--- src/rtl/fir_mem_pkg.sv ---
// ============================================================================
// fir_mem_pkg : shared types, widths and saturation helper for fir_mem_master
// Revision    : 1.0
// ============================================================================
`default_nettype none

package fir_mem_pkg;

  localparam int ADDR_W = 8;
  localparam int DATA_W = 8;

  typedef enum logic [2:0] {
    IDLE = 3'd0,
    LOAD = 3'd1,
    ACC  = 3'd2,
    SUM  = 3'd3,
    WR   = 3'd4,
    FIN  = 3'd5
  } state_t;

  // Clamp a sign-extended value into the signed 8-bit range.
  function automatic logic [DATA_W-1:0] sat8(input logic signed [31:0] v);
    if (v > 32'sd127) begin
      return 8'h7F;
    end else if (v < -32'sd128) begin
      return 8'h80;
    end else begin
      return v[DATA_W-1:0];
    end
  endfunction

endpackage

`default_nettype wire

--- src/rtl/fir_mac.sv ---
// ============================================================================
// fir_mac : signed 8x8 multiply-accumulate, product registered before summing
// Revision: 1.0
// ============================================================================
`default_nettype none

module fir_mac #(
  parameter int ACC_W = 18
) (
  input  logic                    clk,
  input  logic                    rst,
  input  logic                    clr,
  input  logic                    en,
  input  logic signed [7:0]       a,
  input  logic signed [7:0]       b,
  output logic signed [ACC_W-1:0] acc
);

  logic signed [15:0] prod;
  logic               prod_vld;

  // The product of the last enabled cycle is folded in one cycle later.
  always_ff @(posedge clk or posedge rst) begin
    if (rst) begin
      prod     <= '0;
      prod_vld <= 1'b0;
      acc      <= '0;
    end else if (clr) begin
      prod     <= '0;
      prod_vld <= 1'b0;
      acc      <= '0;
    end else begin
      prod_vld <= en;
      if (en) begin
        prod <= 16'(a) * 16'(b);
      end
      if (prod_vld) begin
        acc <= acc + ACC_W'(prod);
      end
    end
  end

endmodule

`default_nettype wire

--- src/rtl/fir_mem_master.sv ---
// ============================================================================
// fir_mem_master : memory-side block FIR engine (coef load, MAC, write-back)
// Revision       : 1.0
// ============================================================================
`default_nettype none

module fir_mem_master
  import fir_mem_pkg::*;
#(
  parameter int               TAPS      = 4,
  parameter logic [ADDR_W-1:0] COEF_BASE = 8'd100,
  parameter int               SHIFT     = 7
) (
  input  logic              clk,
  input  logic              rst,
  input  logic              start,
  input  logic [ADDR_W-1:0] src_base,
  input  logic [ADDR_W-1:0] dst_base,
  input  logic [7:0]        len,
  input  logic [DATA_W-1:0] readData,
  output logic [ADDR_W-1:0] addr,
  output logic [DATA_W-1:0] writeData,
  output logic              memWrite,
  output logic              memRead,
  output logic              busy,
  output logic              done
);

  localparam int             K_W    = (TAPS > 1) ? $clog2(TAPS) : 1;
  localparam int             ACC_W  = 16 + $clog2(TAPS);
  localparam logic [K_W-1:0] K_LAST = K_W'(TAPS - 1);

  state_t state, state_nxt;

  logic [K_W-1:0]           k;
  logic [7:0]               n;
  logic [ADDR_W-1:0]        src;
  logic [ADDR_W-1:0]        dst;
  logic [7:0]               len_lat;
  logic signed [DATA_W-1:0] coef [TAPS];

  logic                     last_k;
  logic                     last_n;
  logic                     mac_clr;
  logic                     mac_en;
  logic signed [ACC_W-1:0]  acc;
  logic signed [31:0]       acc_wide;
  logic signed [31:0]       scaled;

  assign last_k   = (k == K_LAST);
  assign last_n   = (n == len_lat - 8'd1);
  assign acc_wide = 32'(acc);
  assign scaled   = acc_wide >>> SHIFT;

  assign mac_en  = (state == ACC);
  assign mac_clr = ((state == LOAD) && last_k) || (state == WR);

  fir_mac #(
    .ACC_W (ACC_W)
  ) u_mac (
    .clk (clk),
    .rst (rst),
    .clr (mac_clr),
    .en  (mac_en),
    .a   (coef[k]),
    .b   ($signed(readData)),
    .acc (acc)
  );

  always_ff @(posedge clk or posedge rst) begin
    if (rst) begin
      state <= IDLE;
    end else begin
      state <= state_nxt;
    end
  end

  always_comb begin
    state_nxt = state;
    case (state)
      IDLE: begin
        if (start) begin
          state_nxt = (len == 8'd0) ? FIN : LOAD;
        end
      end
      LOAD: if (last_k) state_nxt = ACC;
      ACC:  if (last_k) state_nxt = SUM;
      SUM:  state_nxt = WR;
      WR:   state_nxt = last_n ? FIN : ACC;
      FIN:  state_nxt = IDLE;
      default: state_nxt = IDLE;
    endcase
  end

  always_ff @(posedge clk or posedge rst) begin
    if (rst) begin
      k       <= '0;
      n       <= '0;
      src     <= '0;
      dst     <= '0;
      len_lat <= '0;
      for (int i = 0; i < TAPS; i++) begin
        coef[i] <= '0;
      end
    end else begin
      case (state)
        IDLE: begin
          if (start) begin
            src     <= src_base;
            dst     <= dst_base;
            len_lat <= len;
            k       <= '0;
            n       <= '0;
          end
        end
        LOAD: begin
          coef[k] <= $signed(readData);
          k       <= last_k ? '0 : k + 1'b1;
        end
        ACC: begin
          k <= last_k ? '0 : k + 1'b1;
        end
        WR: begin
          n <= n + 8'd1;
          k <= '0;
        end
        default: ;
      endcase
    end
  end

  // Bus outputs decode straight from state so an async reset drops them at once.
  always_comb begin
    addr      = '0;
    writeData = '0;
    memWrite  = 1'b0;
    memRead   = 1'b0;
    case (state)
      LOAD: begin
        addr    = COEF_BASE + ADDR_W'(k);
        memRead = 1'b1;
      end
      ACC: begin
        addr    = src + n + ADDR_W'(k);
        memRead = 1'b1;
      end
      WR: begin
        addr      = dst + n;
        writeData = sat8(scaled);
        memWrite  = 1'b1;
      end
      default: ;
    endcase
  end

  assign busy = (state == LOAD) || (state == ACC) || (state == SUM) || (state == WR);
  assign done = (state == FIN);

endmodule

`default_nettype wire

--- config.mk ---
export PLATFORM = sky130hd
export DESIGN_NAME = fir_mem_master
export DESIGN_NICKNAME = d
export VERILOG_FILES = /design/src/rtl/fir_mem_pkg.sv /design/src/rtl/fir_mac.sv /design/src/rtl/fir_mem_master.sv
export SDC_FILE = /design/constraint.sdc
export NUM_CORES = 1
export LEC_CHECK = 0
export CORE_MARGIN = 2
export CORE_UTILIZATION = 45
export CTS_CLUSTER_SIZE = 40
export DETAILED_ROUTE_END_ITERATION = 10
export GPL_TIMING_DRIVEN = 0
export PLACE_DENSITY = 0.72
export SYNTH_ARGS = -nofsm -noshare
export SYNTH_HDL_FRONTEND = slang
export SYNTH_SLANG_ARGS = --single-unit
--- constraint.sdc ---
create_clock -name clk -period 9.4 [get_ports clk]
set_input_delay 1.41 -clock clk [delete_from_list [all_inputs] [get_ports clk]]
set_output_delay 1.41 -clock clk [all_outputs]
set_load 0.005 [all_outputs]
* Yosys cells after proc, flatten, opt, wreduce, memory -nomap -nowiden
Index checks and enable logic that the tools add are counted. Widths: inputs -> output; s select.
Storage, ports and cells: output and inout bits 20, logic and storage cells 82, ROM bits 0, bits in latches 0, input port bits 35, RAM bits 0, memories 0, flip-flop bits (word level) 104
Operators by class: reduce and logical (&&, ||, !) cells 17, bitwise logic cells 1, multiplexer cells 28, shifts and indexed selects 0, multiply operators 1, equal/unequal tests 10, add/sub/neg operators 8, magnitude comparators 4, div/mod/pow operators 0
Operators with widths (number):
- $mux 8 | 7
- $mux 18 | 2
- $bwmux 32 | 1
- $mux 16 | 2
- $pmux 8 s3 | 1
- $add 18x16->18 | 1
- $add 8x8->8 | 2
- $bmux 8 s2 | 1
- $demux 8 s2 | 1
- $mul 8x8->16 | 1
- $pmux 8 s2 | 1
- $mux 3 | 5
- $pmux 3 s5 | 1
- $gt 11x8->1 const B | 1
- $lt 11x8->1 const B | 1
- $add 7x2->8 const A | 1
- $add 8x1->8 const B | 1
- $add 8x2->8 | 1
- $eq 8x8->1 | 1
- $logic_not 8->1 | 1
- $sub 8x1->8 const B | 1
- $eq 3x2->1 const B | 2
- $eq 3x3->1 const B | 2
- $ne 2x2->1 const B | 3
- other kinds (17) | 28

* Longest topological paths before layout
Gate-level depths: netlist of run 1.
word-level depth 7, depth in mapped cells 19, gate-level depth less buffers 18

* Cells and area by module
A second synthesis of run 1 with hierarchy kept.
Second synthesis, totals: cell total of the unflattened synthesis 948, area, all modules 9013.6 um2
Modules (own cells, without submodules):
- fir_mac | cells an instance 511, seq. area each 875.8 um2, area each 4777.1 um2, instances 1
- fir_mem_master | cells an instance 437, seq. area each 1726.7 um2, area each 4236.6 um2, instances 1

* Worst setup path before layout of run 1
No wires, ideal clock.
path type input-to-reg, start input readData[3], end register u_mac.prod[15], cell stages on the path 17, arrival 5348 ps, setup time 127 ps, path buffers 1, required time 9273 ps, path slack 3925 ps, cells stage by stage clkbuf_1 -> and2_1 -> fa_1 -> inv_1 -> fa_1 -> inv_1 -> fa_1 -> inv_1 -> fa_1 -> inv_1 -> ha_1 -> and3_1 -> and2_1 -> a31oi_1 -> a41oi_1 -> mux2i_1 -> nand3_1
Between the ends: word-level cells in the longest chain between the ends 3
RTL lines:
- start: declaration | RTL line fir_mem_master.sv:20 | input logic [DATA_W-1:0] readData,
- $mul 8x8->16 | RTL line fir_mac.sv:35 | prod <= 16'(a) * 16'(b);
- $mux 16 | RTL line fir_mac.sv:34 | if (en) begin
- $mux 16 | RTL line fir_mac.sv:28 | end else if (clr) begin
- end signal: assignment | RTL line fir_mac.sv:35
- end: declaration | RTL line fir_mac.sv:19 | logic signed [15:0] prod;
No other way between the ends. The select of a mux whose other input is x is not followed. A chain may end at the register's enable or synchronous reset.

* Worst setup path after layout of run 1
start input readData[2], end register u_mac.prod[13]
The elaborated chain is that of the path after synthesis.

==> results.tsv, run 1 <==
stage	metric	value	unit
floorplanning	total core area	19300	um2
timing	Max Clk Rate	166	MHz
worst_setup_path	worst setup path endpoint	u_mac.prod[13]	
cells_and_area	Antenna diodes	0	
cts	setup bufs post-CTS	0	
worst_setup_path	Worst setup startpoint	readData[2]	
floorplanning	die area	20700	um2
worst_setup_path	Slowest-stage cell, CP	fa_1	
route	Final ANT Viol Nets	0	
synthesis	Synth Area per Inst	9.46	um2
cts	clock buffer depth	2	
cts	Hold-fix buffers, CTS	0	
synthesis	Yosys reg bits	104	
global_routing	first-pass GRT wire length	32800	um
worst_setup_path	Bufs and invs on worst path	7	
floorplanning	Core Rows	51	
worst_setup_path	most used cell, CP	inv_1	
worst_setup_path	crit start category	input pin	
cells_and_area	Design Area, Final	9990	um2
worst_setup_path	crit path cell chain	clkdlybuf4s50_1, clkbuf_1, nand2_1, inv_1, fa_1, inv_1, fa_1, inv_1, fa_1, inv_1, fa_1, inv_1, ha_1, and3_1, and2_1, a31oi_1, a31oi_1, xnor2_1, o21ai_0	
timing	# setup viols final	0	
timing	clk_skew	0.0104	ns
route	drt pass-1 iters	4	
worst_setup_path	required time at the worst-slack endpoint	9.63	ns
timing	Tcrit/Tclk final	64.2	%
route	drt wl/cell	15.2	um
timing	relative slew slack	43.3	%
place	Placer Congestion	0.856	
cts	H-Tree Depth	3	
floorplanning	number of placed I/O pins	55	
worst_setup_path	reg2reg path depth	18	
synthesis	syn nets	1095	
worst_setup_path	crit-path max FO	10	
cells_and_area	Area growth syn-to-layout	13.7	%
cells_and_area	share of cells above drive strength 1	7.19	%
global_routing	vias in the first global route	6821	
worst_hold_path	Hold Path Class	flop to flop	
synthesis	Post-synth EDFFs	0	
worst_setup_path	Worst path depth	19	
global_routing	global route overflow	0	
timing	Slew @ Worst Pin	0.848	ns
cts	Reg clk slew, reported paths	0.08	ns
synthesis	async set-reset flop share out of synthesis	100	%
cts	CTS Root Cell	clkbuf_16	
synthesis	mapped cell area	8790	um2
timing	setup TNS	0	ns
floorplanning	Starting Density	45.5	%
worst_setup_path	Worst Setup Path Type	input pin to flop	
flow_run	max cap viols	0	
worst_setup_path	reg2reg end	u_mac.prod[13]	
worst_setup_path	crit end category	flop	
worst_setup_path	max incr delay on CP	0.55	ns
route	vias per cell	5.27	
worst_setup_path	Critical Path AT	6.27	ns
cts	clk_lat worst skew	0.36	ns
cts	CTS Sinks	104	
run_status	status	complete, no violations	
floorplanning	Die X	144	um
timing	fin crit period	6.04	ns
route	via count	6666	
place	Cell Area, Placed	9700	um2
cells_and_area	Post-layout nets	1161	
worst_setup_path	largest delay contributor family on the critical path	adder cells	
floorplanning	Die H	144	um
synthesis	Post-Synthesis Cells	930	
cts	post-cts sizing count	0	
timing	RSZ-0062 raised after global routing	false	
global_routing	initial antenna violation count	1	
synthesis	synth unique cells	61	
global_routing	GRT Util Overall	20.1	%
route	final WL	19200	um
cts	total CTS buffers	9	
route	DRC viols	0	
worst_setup_path	reg2reg start	k[0]	
place	DPL Wire Length	15000	um
synthesis	synth warn	0	
route	initial drt markers	339	
timing	Final Max Tran Viols	0	
timing	Fin. Hold Viols	0	
global_routing	largest net degree at the start of global routing	62	
synthesis	Main synth FF type	dfrtp_1	
place	PortBufs	54	
cts	CTS tree	yes	
synthesis	post-synthesis sequential area ratio	29.6	%
worst_setup_path	R2R Setup Slk	3.58	ns
## worst min-delay path by stage
stage	from	end	depth (start not counted)
final	dst[0]	dst[0]	2
after floorplan	dst[0]	dst[0]	2
after global placement	src[2]	src[2]	2
after detailed placement	dst[0]	dst[0]	2
after global routing	dst[0]	dst[0]	2
after CTS	dst[0]	dst[0]	2
## worst register-to-register path: stages (launching register included)
cell and delay [ns]:
dfrtp_1 0.52, buf_1 0.59, mux4_2 0.70, and2_1 0.21, fa_1 0.50, inv_1 0.06
fa_1 0.50, inv_1 0.05, fa_1 0.52, inv_1 0.05, fa_1 0.52, inv_1 0.04
ha_1 0.37, and3_1 0.21, and2_1 0.15, a31oi_1 0.23, a31oi_1 0.14, xnor2_1 0.22
o21ai_0 0.10
## logic make-up after synthesis
logic type	share of synthesized area (%)
flops	29.6
simple gates	17.1
fa+ha+maj	23.7
compound gates	11.1
buf+inv	5.83
mux	7.53
xor+xnor	5.08
## cell usage after synthesis, types with 8 or more instances
master,number,area (um2)
nand3_1,24,120
inv_1,101,379
nand2_1,121,454
nor3_1,14,70.1
mux4_2,8,180
a21o_1,13,97.6
nor2b_1,10,62.6
nand2b_1,10,62.6
fa_1,60,1200
a21oi_1,33,165
ha_1,70,876
xnor2_1,30,263
mux2i_1,11,110
xor2_1,21,184
nor2_1,40,150
clkbuf_1,30,113
o21ai_0,38,190
dfrtp_1,104,2600
and2_1,53,332
mux2_2,33,372
## layout make-up
| type | count | area (um2) |
|---|---|---|
| buffer | 35 | 134 |
| clock buffer | 11 | 253 |
| clock inverter | 5 | 46.3 |
| fill | 1783 | 9340 |
| inverter | 101 | 382 |
| multi-input combinational | 690 | 5680 |
| sequential | 104 | 2600 |
| tap | 265 | 332 |
| timing repair buffer | 55 | 568 |
## stage by stage
step	setup WS, ns	hold WS [ns]	instances	utilization, %
finish	3.36	0.484	1266	51.7
global route	3.11	0.517	1266	51.7
CTS	3.35	0.490	1266	51.7
detailed placement	2.96	0.473	1250	50.1
global placement	3.01	0.470	1249	50.0
floorplan	3.92	0.450	930	-
## layout by cell type (no fill, tap or decap), types with 4 or more instances in the layout
cell,instances
o21a_1,5
nand2b_1,10
nand4_1,7
nor2b_1,10
o21ai_0,38
clkbuf_1,30
a211oi_1,7
clkbuf_16,9
a21o_1,13
and2_1,53
ha_1,70
nor4_1,4
clkdlybuf4s50_1,54
a31oi_1,7
nor3b_1,4
dfrtp_1,104
mux2i_1,11
nor3_1,14
xor2_1,21
mux4_2,8
o22ai_1,7
nor2_1,40
nand3_1,24
nand2_1,121
a21oi_1,33
and3_1,7
fa_1,60
mux2_2,33
xnor2_1,30
inv_1,100
## state kept, by name (all words and copies together) (netlist names)
register	flops
coef	32
dst	8
k	2
len_lat	8
n	8
src	8
state	3
u_mac.acc	18
u_mac.prod	16
u_mac.prod_vld	1
## routing by layer
layer	wire, um	share of wire [%]	global-route usage (%)
met1	9080	47	26.9
met3	632	3.3	2.70
met5	0	0	0
met2	9130	48	33.7
met4	338	1.8	6.66
Power of run 1 is not shown: default switching activity piles up to over one toggle a cycle in this logic, so the estimate is an artifact.
==> run 2, diff against run 1 <==
- clock period: 9.4 -> 6 ns (I/O delays scaled with it)
==> run 2 against run 1 <==
Against the previous run: register-to-register slack got worse by 3.3 ns; worst setup slack got worse by 3.0 ns; via count stayed put; non-clock buffer count did not move; critical path depth decreased by 1; sequential share of layout area hardly changed; cell count unchanged; routed wire length stayed put; global-route usage stayed put; critical path type is now flop to flop.
==> results.tsv, run 2 (synthesized netlist as in run 1, its figures left out) <==
stage	metric	value	unit
global_routing	global route overflow	0	
worst_setup_path	reg2reg path depth	18	
worst_setup_path	reg2reg end	u_mac.prod[13]	
timing	Slew @ Worst Pin	0.848	ns
floorplanning	Starting Density	45.5	%
worst_setup_path	Bufs and invs on worst path	5	
timing	Max Clk Rate	176	MHz
floorplanning	Die X	144	um
timing	Fin. Hold Viols	0	
timing	fin crit period	5.69	ns
timing	Tcrit/Tclk final	94.8	%
timing	clk_skew	0.0104	ns
worst_setup_path	crit path cell chain	clkbuf_1, mux4_2, and2_1, fa_1, inv_1, fa_1, inv_1, fa_1, inv_1, fa_1, inv_1, ha_1, and3_1, and2_1, a31oi_1, a31oi_1, xnor2_1, o21ai_0	
cts	CTS tree	yes	
place	PortBufs	54	
worst_setup_path	R2R Setup Slk	0.31	ns
worst_setup_path	reg2reg start	k[1]	
global_routing	first-pass GRT wire length	32800	um
cts	clock buffer depth	2	
worst_setup_path	required time at the worst-slack endpoint	6.23	ns
worst_setup_path	Worst path depth	18	
floorplanning	Core Rows	51	
timing	RSZ-0062 raised after global routing	false	
cells_and_area	Area growth syn-to-layout	13.7	%
floorplanning	Die H	144	um
timing	# setup viols final	0	
place	Placer Congestion	0.856	
worst_setup_path	largest delay contributor family on the critical path	adder cells	
global_routing	vias in the first global route	6821	
cts	clk_lat worst skew	0.36	ns
cts	H-Tree Depth	3	
worst_setup_path	Critical Path AT	5.92	ns
route	DRC viols	0	
floorplanning	total core area	19300	um2
cells_and_area	Antenna diodes	0	
worst_setup_path	Slowest-stage cell, CP	fa_1	
worst_setup_path	Worst setup startpoint	k[1]	
global_routing	initial antenna violation count	1	
worst_hold_path	Hold Path Class	flop to flop	
floorplanning	number of placed I/O pins	55	
route	vias per cell	5.27	
worst_setup_path	Worst Setup Path Type	flop to flop	
worst_setup_path	crit-path max FO	10	
timing	Final Max Tran Viols	0	
cells_and_area	max FFs per register	32	
route	final WL	19200	um
place	DPL Wire Length	15000	um
worst_setup_path	crit end category	flop	
route	drt pass-1 iters	4	
floorplanning	die area	20700	um2
timing	setup TNS	0	ns
cts	Hold-fix buffers, CTS	0	
global_routing	GRT Util Overall	20.1	%
cts	CTS Root Cell	clkbuf_16	
route	drt wl/cell	15.2	um
global_routing	largest net degree at the start of global routing	62	
worst_setup_path	worst setup path endpoint	u_mac.prod[13]	
cts	total CTS buffers	9	
cells_and_area	Post-layout nets	1161	
cells_and_area	Design Area, Final	10000	um2
cells_and_area	share of cells above drive strength 1	7.29	%
timing	relative slew slack	43.2	%
worst_setup_path	crit start category	flop	
run_status	status	complete, no violations	
cts	CTS Sinks	104	
cells_and_area	commonest non-fill, non-tap cell in the layout	nand2_1	
cells_and_area	most frequent cells in the layout	nand2_1 (121), dfrtp_1 (104), inv_1 (100), ha_1 (70), fa_1 (60)	
route	via count	6666	
route	Final ANT Viol Nets	0	
flow_run	max cap viols	0	
cells_and_area	Largest Register	coef	
place	Cell Area, Placed	9700	um2
route	initial drt markers	339	
worst_setup_path	max incr delay on CP	0.56	ns
cts	Reg clk slew, reported paths	0.08	ns
cells_and_area	largest registers	coef (32), u_mac.acc (18), u_mac.prod (16)	
[run 2: cell count changes in the layout (fill, tap and decap cells not counted), sizes merged]
cell,change
buf,-1
clkbuf,+1
[run 2: cell type report]
| type | count | area (um2) |
|---|---|---|
| timing repair buffer | 55 | 568 |
| clock buffer | 11 | 253 |
| tap | 265 | 332 |
| inverter | 101 | 382 |
| multi-input combinational | 690 | 5680 |
| clock inverter | 5 | 46.3 |
| buffer | 35 | 135 |
| fill | 1785 | 9340 |
| sequential | 104 | 2600 |
[run 2: layer usage]
| metal | vias up | share of wire, % | global-route usage [%] |
|---|---|---|---|
| li1 | 3274 | - | - |
| met1 | 3264 | 47 | 26.9 |
| met2 | 105 | 48 | 33.7 |
| met3 | 23 | 3.3 | 2.70 |
| met4 | 0 | 1.8 | 6.66 |
| met5 | - | 0 | 0 |
[run 2: worst min path at each step]
stage,start,endpoint,cells past startpoint
floorplan,dst[0],dst[0],2
global placement,src[2],src[2],2
detailed placement,dst[0],dst[0],2
CTS,dst[0],dst[0],2
global route,dst[0],dst[0],2
finish,dst[0],dst[0],2
[run 2: worst reg2reg max path, cell delays in order, from the launching register on]
cell	delay, ns
dfrtp_1	0.44
clkbuf_1	0.51
mux4_2	0.50
and2_1	0.24
fa_1	0.56
inv_1	0.14
fa_1	0.55
inv_1	0.05
fa_1	0.52
inv_1	0.05
fa_1	0.52
inv_1	0.04
ha_1	0.37
and3_1	0.21
and2_1	0.15
a31oi_1	0.23
a31oi_1	0.14
xnor2_1	0.22
o21ai_0	0.10
[run 2: metrics by stage]
step           util (%)  cells  setup WS (ns)  hold slack [ns]
3_3_place_gp       50.0   1249          0.119            0.470
6_report           51.7   1266          0.314            0.484
5_1_grt            51.7   1266         0.0231            0.517
2_1_floorplan         -    930          0.705            0.450
4_1_cts            51.7   1266         0.0764            0.490
3_5_place_dp       50.1   1250         0.0689            0.473
[run 2: repair_timing]
item                                    CTS  global route
endpoints found under the setup margin    0             4
gates resized for setup                   0             1
hold endpoints to repair                  0             0
buffers inserted                          0             0
Power of run 2 is left out for the same reason.
